===== config.mk =====
export PLATFORM = sky130hd
export DESIGN_NAME = start_pulse_scheduler
export DESIGN_NICKNAME = d
export VERILOG_FILES = /design/src/rtl/start_pulse_scheduler.sv
export SDC_FILE = /design/constraint.sdc
export NUM_CORES = 1
export LEC_CHECK = 0
export BUFFER_PORTS_ARGS = -buffer_cell sky130_fd_sc_hd__buf_4
export CAP_MARGIN = 20
export CORE_MARGIN = 3
export CORE_UTILIZATION = 52
export DETAILED_ROUTE_END_ITERATION = 6
export PLACE_DENSITY = 0.79
export SETUP_SLACK_MARGIN = 0.15
export SYNTH_ARGS = -nofsm -noshare
export SYNTH_HDL_FRONTEND = slang
export SYNTH_SLANG_ARGS = --single-unit

===== constraint.sdc =====
create_clock -name clk -period 2.44 [get_ports clk]
set_input_delay 0.244 -clock clk [delete_from_list [all_inputs] [get_ports clk]]
set_output_delay 0.244 -clock clk [all_outputs]
set_load 0.005 [all_outputs]

===== src/rtl/start_pulse_scheduler.sv =====
// start_pulse_scheduler: shares one compute engine between N_REQ level-triggered
// requesters. It captures rising edges as pending requests, grants round-robin with
// a one-cycle start pulse plus the requester ID, and returns a one-hot done pulse.
// Optional watchdog: define START_SCHED_TIMEOUT_EN to abort a WAIT that lasts
// TIMEOUT_CYC cycles, pulsing timeout_err.
module start_pulse_scheduler #(
  parameter int unsigned N_REQ       = 4,
  parameter int unsigned ID_W        = $clog2(N_REQ),
  parameter int unsigned TIMEOUT_CYC = 1024
) (
  input  logic             clk,
  input  logic             rstn,
  input  logic [N_REQ-1:0] req_level,
  output logic             eng_start,
  output logic [ID_W-1:0]  eng_id,
  input  logic             eng_done,
  output logic [N_REQ-1:0] req_done,
  output logic [N_REQ-1:0] pending,
  output logic             busy,
  output logic             timeout_err
);

  localparam logic [ID_W-1:0] LAST_GRANT_RST = ID_W'(N_REQ - 1);

  // Reject parameter sets the arbiter cannot handle.
  if (N_REQ < 2 || TIMEOUT_CYC < 1) begin : g_bad_params
    $error("start_pulse_scheduler: need N_REQ >= 2 and TIMEOUT_CYC >= 1");
  end

  typedef enum logic {
    IDLE = 1'b0,
    WAIT = 1'b1
  } state_t;

  state_t            state;
  state_t            state_d;
  logic [N_REQ-1:0]  level_q;
  logic [N_REQ-1:0]  rise;
  logic [N_REQ-1:0]  grant_mask;
  logic [N_REQ-1:0]  done_d;
  logic [ID_W-1:0]   last_grant;
  logic [ID_W-1:0]   last_grant_d;
  logic [ID_W-1:0]   id_d;
  logic [ID_W-1:0]   winner;
  logic [ID_W-1:0]   cand;
  logic              found;
  logic              start_d;
  logic              done_accept;
  logic              timeout_hit;

  assign rise = req_level & ~level_q;

  // A done pulse counts only once the start pulse has dropped.
  assign done_accept = (state == WAIT) && eng_done && !eng_start;

  // Round-robin search: first pending bit after last_grant, wrapping.
  always_comb begin : rr_search
    found  = 1'b0;
    winner = '0;
    cand   = '0;
    for (int unsigned i = 1; i <= N_REQ; i++) begin
      cand = ID_W'((32'(last_grant) + i) % N_REQ);
      if (!found && pending[cand]) begin
        found  = 1'b1;
        winner = cand;
      end
    end
  end

  // FSM state register.
  always_ff @(posedge clk) begin : fsm_state
    if (!rstn) begin
      state <= IDLE;
    end else begin
      state <= state_d;
    end
  end

  // FSM next-state and registered-output next values.
  always_comb begin : fsm_next
    state_d      = state;
    start_d      = 1'b0;
    id_d         = eng_id;
    grant_mask   = '0;
    done_d       = '0;
    last_grant_d = last_grant;
    case (state)
      IDLE: begin
        if (found) begin
          start_d    = 1'b1;
          id_d       = winner;
          grant_mask = N_REQ'(1) << winner;
          state_d    = WAIT;
        end
      end
      WAIT: begin
        if (done_accept) begin
          done_d       = N_REQ'(1) << eng_id;
          last_grant_d = eng_id;
          state_d      = IDLE;
        end else if (timeout_hit) begin
          last_grant_d = eng_id;
          state_d      = IDLE;
        end
      end
      default: state_d = IDLE;
    endcase
  end

  // Edge capture, pending set/clear (set wins), and registered outputs.
  always_ff @(posedge clk) begin : datapath
    if (!rstn) begin
      level_q    <= '0;
      pending    <= '0;
      last_grant <= LAST_GRANT_RST;
      eng_start  <= 1'b0;
      eng_id     <= '0;
      req_done   <= '0;
      busy       <= 1'b0;
    end else begin
      level_q    <= req_level;
      pending    <= (pending & ~grant_mask) | rise;
      last_grant <= last_grant_d;
      eng_start  <= start_d;
      eng_id     <= id_d;
      req_done   <= done_d;
      busy       <= (state_d == WAIT);
    end
  end

`ifdef START_SCHED_TIMEOUT_EN
  localparam int unsigned WD_W = $clog2(TIMEOUT_CYC + 1);
  localparam logic [WD_W-1:0] WD_LAST = WD_W'(TIMEOUT_CYC - 1);

  logic [WD_W-1:0] wd_cnt;

  // Counter would reach TIMEOUT_CYC on this edge; a same-edge done wins.
  assign timeout_hit = (state == WAIT) && (wd_cnt == WD_LAST) && !done_accept;

  // Watchdog counter and timeout pulse.
  always_ff @(posedge clk) begin : watchdog
    if (!rstn) begin
      wd_cnt      <= '0;
      timeout_err <= 1'b0;
    end else begin
      timeout_err <= timeout_hit;
      if (start_d) begin
        wd_cnt <= '0;
      end else if (state == WAIT) begin
        wd_cnt <= wd_cnt + WD_W'(1);
      end
    end
  end
`else
  assign timeout_hit = 1'b0;
  assign timeout_err = 1'b0;
`endif

endmodule


=== After elaboration in Yosys (flattened, before gate mapping) ===
Index checks and enable logic that the tools add are counted.

* Input bits: 7
* Bits in registers: 18
* Logic and storage cells: 58

* $add $sub $neg: 4
* Bitwise gates (word level): 7
* Shift operators: 2
* Magnitude comparators: 4
* Reductions and logical operators: 13
* Muxes and demuxes: 21

{| class="wikitable"
|+ Operator list
! cell !! count
|-
| $lt A2 B3 Y1 const B || 4
|-
| $mux W1 || 10
|-
| $and A4 B4 Y4 || 2
|-
| $bmux W1 S2 || 4
|-
| $mux W2 || 4
|-
| $mux W4 || 2
|-
| $not A4 Y4 || 2
|-
| $shl A1 B2 Y4 const A || 2
|-
| $logic_and A1 B1 Y1 || 5
|-
| $add A2 B1 Y2 const B || 2
|-
| $add A2 B2 Y2 const B || 2
|-
| $logic_not A1 Y1 || 4
|-
| $or A4 B4 Y4 || 1
|-
| $reduce_and A2 Y1 || 2
|-
| $reduce_and A3 Y1 || 1
|-
| $not A1 Y1 || 2
|-
| $pmux W1 S2 || 1
|-
| $reduce_or A2 Y1 || 1
|}

=== Longest topological paths before layout ===
* Depth in word-level cells: 19
* Gate-level depth with buffers: 4

=== Worst setup path after synthesis ===
No wires, ideal clock.

* Kind: flip-flop to flip-flop
* Start point: register pending[1]
* End point: register pending[3]
* Slack: 0.954 ns
* Stages on the path, launching flop included: 5
* Data arrival time: 1.369 ns
* Setup time: 0.117 ns
* Required time: 2.323 ns
* Cells stage by stage: dfxtp_1 -> or2_4 -> a311oi_4 -> o311ai_1 -> a32o_2

* Word-level cells in the longest chain between the ends: 18
* Elaborated cells on any way between the ends: 28

{| class="wikitable"
|+ RTL lines
! what !! RTL line !! source
|-
| from (decl) || 18 || <nowiki>output logic [N_REQ-1:0] pending,</nowiki>
|-
| from (signal assigned) || 122 || <nowiki>pending <= (pending & ~grant_mask) | rise;</nowiki>
|-
| $bmux W1 S2 || 63 || <nowiki>if (!found && pending[cand]) begin</nowiki>
|-
| $mux W1 (not written as such) || 63 ||
|-
| $mux W1 || 63 ||
|-
| $logic_not A1 Y1 || 63 ||
|-
| $logic_and A1 B1 Y1 || 63 ||
|-
| $mux W1 || 63 ||
|-
| $logic_not A1 Y1 || 63 ||
|-
| $logic_and A1 B1 Y1 || 63 ||
|-
| (+2 left out) || n/a ||
|-
| $logic_and A1 B1 Y1 || 63 ||
|-
| $mux W2 || 63 ||
|-
| $shl A1 B2 Y4 || 92 || <nowiki>grant_mask = N_REQ'(1) << winner;</nowiki>
|-
| $mux W4 * || 89 || <nowiki>if (found) begin</nowiki>
|-
| $mux W4 * || 87 || <nowiki>case (state)</nowiki>
|-
| $not A4 Y4 * || 122 ||
|-
| $and A4 B4 Y4 * || 122 ||
|-
| $or A4 B4 Y4 * || 122 ||
|}

Every way passes the cells marked *; elsewhere a longest branch is shown, timed or not. The select of a mux whose other input is x is not followed.
A chain may end at the register's enable or synchronous reset.

=== Worst setup path in the final report ===
Same ends and word-level chain as after synthesis.

==> impl_metrics.py <==
metrics = {
    "cts": {
        "cts_resized": 0,
        "root_buffer": "clkbuf_4",
        "cts_sinks": 18,
        "clock_latency_ps": 300,
        "holdBufCountCts": 0,
        "cts_buffer_depth": 2,
        "cts_made_buffers": 3,
        "clk_pin_slew_ps": 100,
        "post_cts_buffers": 0,
        "htreeDepth": 1,
        "cts_tree": "built",
    },
    "finish": {
        "final_util_pct": 75.00,
        "fill_cells": 106,
        "area_growth_pct": 23.56,
        "design_area_sq_um": 912.1,
        "antenna_cells": 0,
        "final_nets": 105,
        "drive_above_1_share_pct": 28.87,
    },
    "routing": {
        "drc_errors": 0,
        "drt-initial-drc-count": 8,
        "wire_per_inst_microns": 13.33,
        "drt_first_pass_iters": 2,
        "final_antenna_net_count": 0,
        "vias": 585,
        "vias_per_cell": 5.270,
        "drt_wl_total_mm": 1.480,
    },
    "synth": {
        "ys_seq_elements": 18,
        "ys_async_sr_fraction_pct": 0,
        "synth_cell_type_count": 29,
        "ys_seq_area_share_pct": 48.81,
        "yosysWarnings": 0,
        "avgSynthCellArea_sq_um": 9.587,
        "syn-instance-count": 77,
        "synthesis.nets": 84,
        "synth_ff_type": "dfxtp_1",
        "synth_edf_count": 0,
        "synth_area_sq_um": 738.2,
    },
    "worst_setup_path": {
        "cp_max_fo": 8,
        "endpoint": "pending[3]",
        "worst-setup-path-type": "reg -> reg",
        "crit_start": "pending[1]",
        "rr_worst_depth": 4,
        "crit_path_end_kind": "flop",
        "start_kind": "flop",
        "timing.rr.start": "pending[1]",
        "arrival_ps": 1820,
        "required_ps": 2650,
        "r2r_end": "pending[3]",
        "reg2reg_slack_ps": 830,
    },
    "global_routing": {
        "grt-ovfl-total": 0,
        "first_global_vias": 588,
        "antenna_found_initial": 0,
        "grt_use_total_pct": 19.14,
        "grt_pass1_wl_mm": 2.663,
        "grt_max_degree": 17,
    },
    "floorplanning": {
        "core_area_sq_um": 1216,
        "die_h_microns": 43.68,
        "die_x_microns": 43.68,
        "start_util_pct": 60.70,
        "die_area_sq_um": 1908,
        "row_count": 12,
        "num_io_pins": 20,
    },
    "timing": {
        "drv_slew": 0,
        "post-route-period-util_pct": 66.08,
        "min_period_ps": 1612,
        "rsz0062_at_grt": "no",
        "setup_tns_ps": 0,
        "fin_worst_skew_ps": 8.812,
        "setup_viol": 0,
        "timing.fmax_mhz": 620.2,
        "hold_violations": 0,
    },
    "placed_design": {
        "place_area_sq_um": 875.8,
        "dp_hpwl_mm": 1.092,
        "numPortBuffers": 18,
        "gp_congestion": 0.8210,
    },
    "pwr": {
        "ir_drop_mv": 0.4484,
        "power_density_nw_per_um2": 789.7,
        "cellLeakagePower_nw": 0.3898,
    },
    "outcome": {
        "status": "completed",
    },
    "flow_run": {
        "cap_violations": 0,
    },
    "min_path": {
        "min_path_type": "in -> reg",
    },
}
layer usage:
layer | vias to the layer above | share of wire (%) | GRT usage (%)
met5 | - | 0 | 0
met4 | 0 | 0.95 | 9.036
met3 | 2 | 6.7 | 7.884
met2 | 15 | 45 | 28.49
met1 | 259 | 48 | 23.80
li1 | 309 | - | -
per-stage QoR:
step | hold slack (ps) | setup slack, ps | power (mW) | cells
floorplan | 363.6 | 954.0 | 0.4734 | 77
finish | 153.3 | 827.7 | 0.7203 | 111
detailed placement | 465.3 | 853.7 | 0.5430 | 107
global placement | 456.3 | 888.8 | 0.5384 | 107
global route | 164.4 | 772.4 | 0.7682 | 111
CTS | 145.1 | 833.2 | 0.7274 | 111
placed cells by master, fill, tap and decap left out, types with 3 or more instances in the layout:
master	netlist	final
dfxtp_1	18	18
nand2b_1	3	3
a21oi_1	5	5
nor3_1	3	3
nor3b_1	3	3
and2_1	4	4
o21ai_0	4	4
clkbuf_4	0	3
buf_4	2	18
inv_1	3	3
nand2_1	9	9
cells in the mapped netlist, drive strengths merged (2+ instances only):
| master | count | area, sq um |
|---|---|---|
| nor4 | 2 | 18.77 |
| a21boi | 3 | 22.52 |
| nand3 | 2 | 10.01 |
| and2 | 4 | 25.02 |
| or2b | 2 | 15.01 |
| nor3b | 4 | 35.03 |
| nor2 | 3 | 13.77 |
| buf | 2 | 15.01 |
| nand2 | 9 | 33.78 |
| a21oi | 5 | 25.02 |
| o21ai | 4 | 20.02 |
| nand2b | 3 | 18.77 |
| nor3 | 3 | 15.01 |
| inv | 3 | 11.26 |
| dfxtp | 18 | 360.4 |
critical path: stages (launching register included):
cell	delay, ps
dfxtp_1	390
or2_4	280
a311oi_4	410
o311ai_1	160
a32o_2	280
state kept, by name, indices dropped and copies added, names as in the netlist:
name,flops
busy,1
eng_id,2
eng_start,1
last_grant,2
level_q,4
pending,4
req_done,4
logic make-up (layout without fill, tap and decap cells):
group / after synthesis / count (layout) / share of synthesized area, %
AOI/OAI and AO/OA: 17 / 17 / 17.80
other: 1 / 1 / 0.5080
buffers and inverters: 5 / 25 / 3.559
and+or+nand+nor: 36 / 36 / 29.32
DFF: 18 / 18 / 48.81
final cells by class:
| type | instances | area, sq um | area share, % |
|---|---|---|---|
| clock buffer | 4 | 36.28 | 3.978 |
| multi-input combinational | 54 | 351.6 | 38.55 |
| timing repair buffer | 18 | 135.1 | 14.81 |
| tap | 14 | 17.52 | 1.920 |
| inverter | 3 | 11.26 | 1.235 |
| sequential | 18 | 360.3 | 39.51 |
where the power goes:
group	leakage, nW	internal [mW]	total, mW	switching [mW]
Clock	0.0210	0.0911	0.184	0.0932
Combinational	0.220	0.0906	0.167	0.0766
Sequential	0.149	0.326	0.369	0.0432
how the worst min path moves through the flow:
stage                      end         start  cells after the start
floorplan           level_q[1]  req_level[1]                      2
global placement    level_q[1]  req_level[1]                      3
detailed placement  level_q[1]  req_level[1]                      3
CTS                 level_q[1]  req_level[1]                      3
global route        level_q[0]  req_level[0]                      2
finish              level_q[1]  req_level[1]                      3
(Power assumes the default switching activity.)
